**src/rtl/sr_car_queue_counter.sv**
```systemverilog
// sr_car_queue_counter: debounced secondary-road car arrival counter that
// produces the waiting-car count (MR_cars) consumed by the traffic light
// controller. Arrivals come from a glitchy loop sensor, departures are timed
// from the secondary-road green phase, and the count saturates at MAX_CARS.
module sr_car_queue_counter #(
    parameter int unsigned DEBOUNCE_CYCLES = 4,
    parameter int unsigned DEPART_CYCLES   = 2,
    parameter int unsigned MAX_CARS        = 255
) (
    input  logic       clk,
    input  logic       rst,
    input  logic       arrive_raw,
    input  logic [1:0] SR_ctl,
    input  logic       clr,
    output logic [7:0] MR_cars,
    output logic       arrive_pulse,
    output logic       overflow
);

    localparam int unsigned DB_W  = (DEBOUNCE_CYCLES > 1) ? $clog2(DEBOUNCE_CYCLES) : 1;
    localparam int unsigned DEP_W = (DEPART_CYCLES > 1) ? $clog2(DEPART_CYCLES) : 1;
    localparam logic [DB_W-1:0]  DB_LAST  = DB_W'(DEBOUNCE_CYCLES - 1);
    localparam logic [DEP_W-1:0] DEP_LAST = DEP_W'(DEPART_CYCLES - 1);
    localparam logic [7:0]       CAR_MAX  = 8'(MAX_CARS);
    localparam logic [1:0]       SR_GREEN = 2'b11;

    typedef enum logic [1:0] {
        IDLE_LOW     = 2'd0,
        CONFIRM_HIGH = 2'd1,
        HIGH         = 2'd2,
        CONFIRM_LOW  = 2'd3
    } db_state_t;

    logic             r_s1;
    logic             r_s2;
    db_state_t        r_db_state;
    logic [DB_W-1:0]  r_db_cnt;
    logic [DEP_W-1:0] r_dep_cnt;
    logic [7:0]       r_cars;
    logic             r_pulse;
    logic             r_ovf;

    logic             w_arrive;
    logic             w_depart;
    logic             w_green;

    // Arrival fires on the sample that completes the high confirmation window
    assign w_arrive = (r_db_state == CONFIRM_HIGH) && r_s2 && (r_db_cnt == DB_LAST);
    assign w_green  = (SR_ctl == SR_GREEN);
    // Departure fires when the green timer wraps, but only if a car is waiting
    assign w_depart = w_green && (r_dep_cnt == DEP_LAST) && (r_cars != 8'd0);

    // Two-flop synchronizer for the asynchronous loop sensor
    always_ff @(posedge clk) begin
        if (rst) begin
            r_s1 <= 1'b0;
            r_s2 <= 1'b0;
        end else begin
            r_s1 <= arrive_raw;
            r_s2 <= r_s1;
        end
    end

    // Debounce FSM: a level change is accepted only after it persists
    always_ff @(posedge clk) begin
        if (rst) begin
            r_db_state <= IDLE_LOW;
            r_db_cnt   <= '0;
        end else begin
            case (r_db_state)
                IDLE_LOW: begin
                    if (r_s2) begin
                        r_db_state <= CONFIRM_HIGH;
                        r_db_cnt   <= '0;
                    end
                end
                CONFIRM_HIGH: begin
                    if (!r_s2) begin
                        r_db_state <= IDLE_LOW;
                    end else if (r_db_cnt == DB_LAST) begin
                        r_db_state <= HIGH;
                    end else begin
                        r_db_cnt <= r_db_cnt + 1'b1;
                    end
                end
                HIGH: begin
                    if (!r_s2) begin
                        r_db_state <= CONFIRM_LOW;
                        r_db_cnt   <= '0;
                    end
                end
                CONFIRM_LOW: begin
                    if (r_s2) begin
                        r_db_state <= HIGH;
                    end else if (r_db_cnt == DB_LAST) begin
                        r_db_state <= IDLE_LOW;
                    end else begin
                        r_db_cnt <= r_db_cnt + 1'b1;
                    end
                end
                default: begin
                    r_db_state <= IDLE_LOW;
                    r_db_cnt   <= '0;
                end
            endcase
        end
    end

    // Departure timer: counts green cycles, restarts whenever green ends
    always_ff @(posedge clk) begin
        if (rst) begin
            r_dep_cnt <= '0;
        end else if (!w_green) begin
            r_dep_cnt <= '0;
        end else if (r_dep_cnt == DEP_LAST) begin
            r_dep_cnt <= '0;
        end else begin
            r_dep_cnt <= r_dep_cnt + 1'b1;
        end
    end

    // Count update: clear, then net-zero, then saturating arrival, then departure
    always_ff @(posedge clk) begin
        if (rst) begin
            r_cars  <= '0;
            r_pulse <= 1'b0;
            r_ovf   <= 1'b0;
        end else begin
            r_pulse <= w_arrive;
            if (clr) begin
                r_cars <= '0;
                r_ovf  <= 1'b0;
            end else if (w_arrive && w_depart) begin
                r_cars <= r_cars;
            end else if (w_arrive) begin
                if (r_cars < CAR_MAX) begin
                    r_cars <= r_cars + 8'd1;
                end else begin
                    r_ovf <= 1'b1;
                end
            end else if (w_depart) begin
                r_cars <= r_cars - 8'd1;
            end
        end
    end

    assign MR_cars      = r_cars;
    assign arrive_pulse = r_pulse;
    assign overflow     = r_ovf;

endmodule

```
**config.mk**
```make
export PLATFORM = sky130hd
export DESIGN_NAME = sr_car_queue_counter
export DESIGN_NICKNAME = d
export VERILOG_FILES = /design/src/rtl/sr_car_queue_counter.sv
export SDC_FILE = /design/constraint.sdc
export NUM_CORES = 1
export LEC_CHECK = 0
export ABC_AREA = 1
export BUFFER_PORTS_ARGS = -buffer_cell sky130_fd_sc_hd__buf_4
export CORE_AREA = 2 2 48 50
export CTS_CLUSTER_DIAMETER = 40
export DETAILED_ROUTE_END_ITERATION = 8
export DIE_AREA = 0 0 50 52
export PLACE_DENSITY = 0.75
export SYNTH_ARGS = -nofsm -noshare
export SYNTH_HDL_FRONTEND = slang
export SYNTH_SLANG_ARGS = --single-unit
```
**constraint.sdc**
```tcl
create_clock -name clk -period 3.09 [get_ports clk]
set_clock_uncertainty 0.15 [all_clocks]
set_input_delay 0.309 -clock clk [delete_from_list [all_inputs] [get_ports clk]]
set_output_delay 0.309 -clock clk [all_outputs]
set_load 0.01 [all_outputs]
```
==> qor_table.md <==
| Quantity | Reported |
|---|---|
| Status | completed |
| Diode insertion count for antenna repair | 0 |
| Worst rel slew slack | 0.619 |
| DRC violations left | 0 |
| Most frequent standard cell in the layout excluding fill and tap cells | sky130_fd_sc_hd__nand2_1 |
| Antenna violations before repair | 0 |
| Post-detailed-placement cell area | 0.00125 mm2 |
| Net count after synthesis | 176 |
| PostCTS Resize Cnt | 0 |
| TritonCTS clock tree | yes |
| Die footprint | 0.00260 mm2 |
| Violation count after the first detailed-routing iteration | 28 |
| Cell type with the highest aggregate area in the netlist | sky130_fd_sc_hd__dfxtp_1 |
| Adder-cell share of the synthesized area | 0.120 |
| Worst hold path class | primary input to register |
| Setup TNS | 0 ns |
| Avg Vias per Cell | 5.09 |
| Final critical path time including I/O delays and setup | 2.14 ns |
| Buffers and inverters on the worst path | 2 |
| Maximum number of buffers from clock root to sink | 2 |
| Post-layout nets | 195 |
| Maximum fanout encountered on the critical timing path | 14 |
| Number of placed instances, taps included | 202 |
| Post-synth top area share | 0.308 |
| Number of standard cells after synthesis | 160 |
| Reported leakage power | 0.000654 uW |
| Setup Crit Path Kind | register to register |
| Worst EP required | 3.17 ns |
| Synthesis-to-layout area growth | 15.4% |
| Area contributors post-synth | sky130_fd_sc_hd__dfxtp_1 (31%), sky130_fd_sc_hd__nand2_1 (16%), sky130_fd_sc_hd__ha_1 (10%) |
| Multiplexer area fraction after synthesis | 0 |
| Worst setup SP type | register |
| Aggregate routed wire length | 2.16 mm |
| Total of endpoints with negative setup slack in the final report | 0 |
| Post-route standard cell area excluding fillers | 0.00127 mm2 |
| Worst hold slack | 0.0412 ns |
| Arrival time of data at the critical path endpoint | 2.22 ns |
| Pins Over Slew Limit | 0 |
| Cell-by-cell listing of the critical path | ha_1, nand2_2, clkinv_2, nand2_4, ha_1, or2_2, nand3b_1, nand2_1, nand2_1, nand2_1, nand2_1, inv_1, nor2_1 |
| Simple-gate area share of the yosys netlist | 0.409 |
| Detailed-placement wirelength estimate | 1.68 mm |
| Sequential element share of the synthesized area | 0.308 |
| Via count of the first global-routing pass | 905 |
| Main combinational cell family by area after synthesis | simple AND/OR/NAND/NOR gates |
| Overall fraction of global-route tracks in use | 0.192 |
| Critical Path Sink Type | register |
| Max Freq | 468 MHz |
| Commonest non-fill, non-tap cells in the layout | sky130_fd_sc_hd__nand2_1 (46), sky130_fd_sc_hd__nor2_1 (24), sky130_fd_sc_hd__dfxtp_1 (17) |
| Fraction of layout cells with a size suffix above 1 | 0.169 |
| Latest clock arrival within the worst-skew pair | 0.29 ns |
| CTS Hold Buffers Added | 0 |
| Maximum vdd drop | 0.312 mV |
| Congestion Overflow GR | 0 |
| First-pass iteration count of the detailed router | 4 |
| Setup repair after global routing missed its margin | no |
| Max H-tree Level | 1 |
| Yosys warning count | 0 |
| Maximum number of pins on one net before global-route repair | 15 |
| Power density over cell area | 279 mW/mm2 |
| Post-route antenna net violation count | 0 |
| Via count | 1049 |
| CTS clock-pin slew for the worst setup and hold paths | 0.10 ns |
| Pwr Total | 355 uW |
| Final cell count without fillers | 206 |
| Number of setup buffers added after CTS | 0 |
| Number of top-level pins | 16 |
| Critical path's most frequent cell | sky130_fd_sc_hd__nand2_1 |
| Global-route wire length before repair | 3.82 mm |
| Buffer cell driving the clock tree root | sky130_fd_sc_hd__clkbuf_4 |
| Share of the synthesized area in compound gates (AO/OA/AOI/OAI) | 0.0726 |
| Std-Cell Rows | 17 |
| Gp weighted congestion | 0.875 |
| # Max-Cap Violations | 0 |
| Netlist area before placement | 0.00110 mm2 |
| Std-Cell Core Area | 0.00211 mm2 |
| Synthesized area divided by synthesized cell count | 6.90 um2 |
| Crit-path slowest cell | sky130_fd_sc_hd__dfxtp_1 |
| Height of the die | 52 um |
| Slew at the pin with the worst max-slew slack | 0.569 ns |
| Chip Width | 50 um |
| Hold Fails Final Rpt | 0 |
| Clock buffer count from CTS | 3 |
| Wirelength per Cell | 10.5 um |
| Worst path max stage delay | 0.33 ns |
| Xor-xnor portion of the synthesized cell area | 0.0238 |
| Effective utilization at floorplan | 0.524 |
| Register bit count reported by yosys | 17 |
| Clk sinks | 17 |
| Count of input and output buffers | 15 |
| Kind of cell adding the most delay to the critical path | simple AND/OR/NAND/NOR gates |
| Crit share post-route | 0.692 |
| Number of library cell types mapped by synthesis | 27 |
-- state kept, by name, summed over array words and instances (netlist names), named ones only --
name	cells
MR_cars	8
r_db_cnt	2
arrive_pulse	1
overflow	1
r_db_state	1
r_dep_cnt	1
r_s1	1
r_s2	1
-- stage by stage --
stage,setup WS (ns),utilization
2_1_floorplan,1.12,-
3_3_place_gp,1.01,0.592
3_5_place_dp,0.959,0.592
4_1_cts,0.942,0.605
5_1_grt,0.788,0.605
6_report,0.953,0.605
-- per-layer routing --
| layer | up-vias | global-route usage | part of all wire |
|---|---|---|---|
| li1 | 547 | - | - |
| met1 | 470 | 0.242 | 0.47 |
| met2 | 26 | 0.327 | 0.47 |
| met3 | 6 | 0.0345 | 0.042 |
| met4 | 0 | 0.0648 | 0.015 |
| met5 | - | 0 | 0 |
-- path summary, 6_finish.rpt --
kind	start	cells past startpoint	end	slack [ns]
hold / removal	clr	2	overflow	0.04
setup / recovery	r_db_cnt[0]	13	MR_cars[5]	0.95
hold reg to reg	r_s1	2	r_s2	0.26
setup reg to reg	r_db_cnt[0]	13	MR_cars[5]	0.95
-- kinds of logic (layout without fill, tap and decap cells) --
family / count (synthesis) / count (layout)
and+or+nand+nor: 97 / 97
adders and majority gates: 10 / 10
buffers and inverters: 19 / 37
xor gates and xnor gates: 3 / 3
DFF: 17 / 17
AOI/OAI and AO/OA: 14 / 14
-- cell usage after synthesis, drive strengths merged --
master / n
clkbuf: 1
and3: 1
a21oi: 11
clkinv: 1
nand2: 50
nand3: 9
o21ai: 2
nand3b: 7
inv: 17
fa: 1
xor2: 1
a211oi: 1
ha: 9
or2: 1
nor3: 2
nor2: 26
xnor2: 2
nand4: 1
dfxtp: 17
-- power breakdown --
| part | switching (uW) | internal (uW) |
|---|---|---|
| clock | 68.2 | 50.1 |
| sequential | 1.09 | 221 |
| combinational | 8.00 | 6.35 |
-- layout make-up --
cell class / count / area [um2]
clock buffers: 4 / 26.3
flip-flops and latches: 17 / 340
inverters: 18 / 68.8
multi-input cells: 124 / 691
well taps: 28 / 35.0
repair buffers: 15 / 113
fillers: 205 / 832
Note: power is estimated with default switching activity, not from simulation.
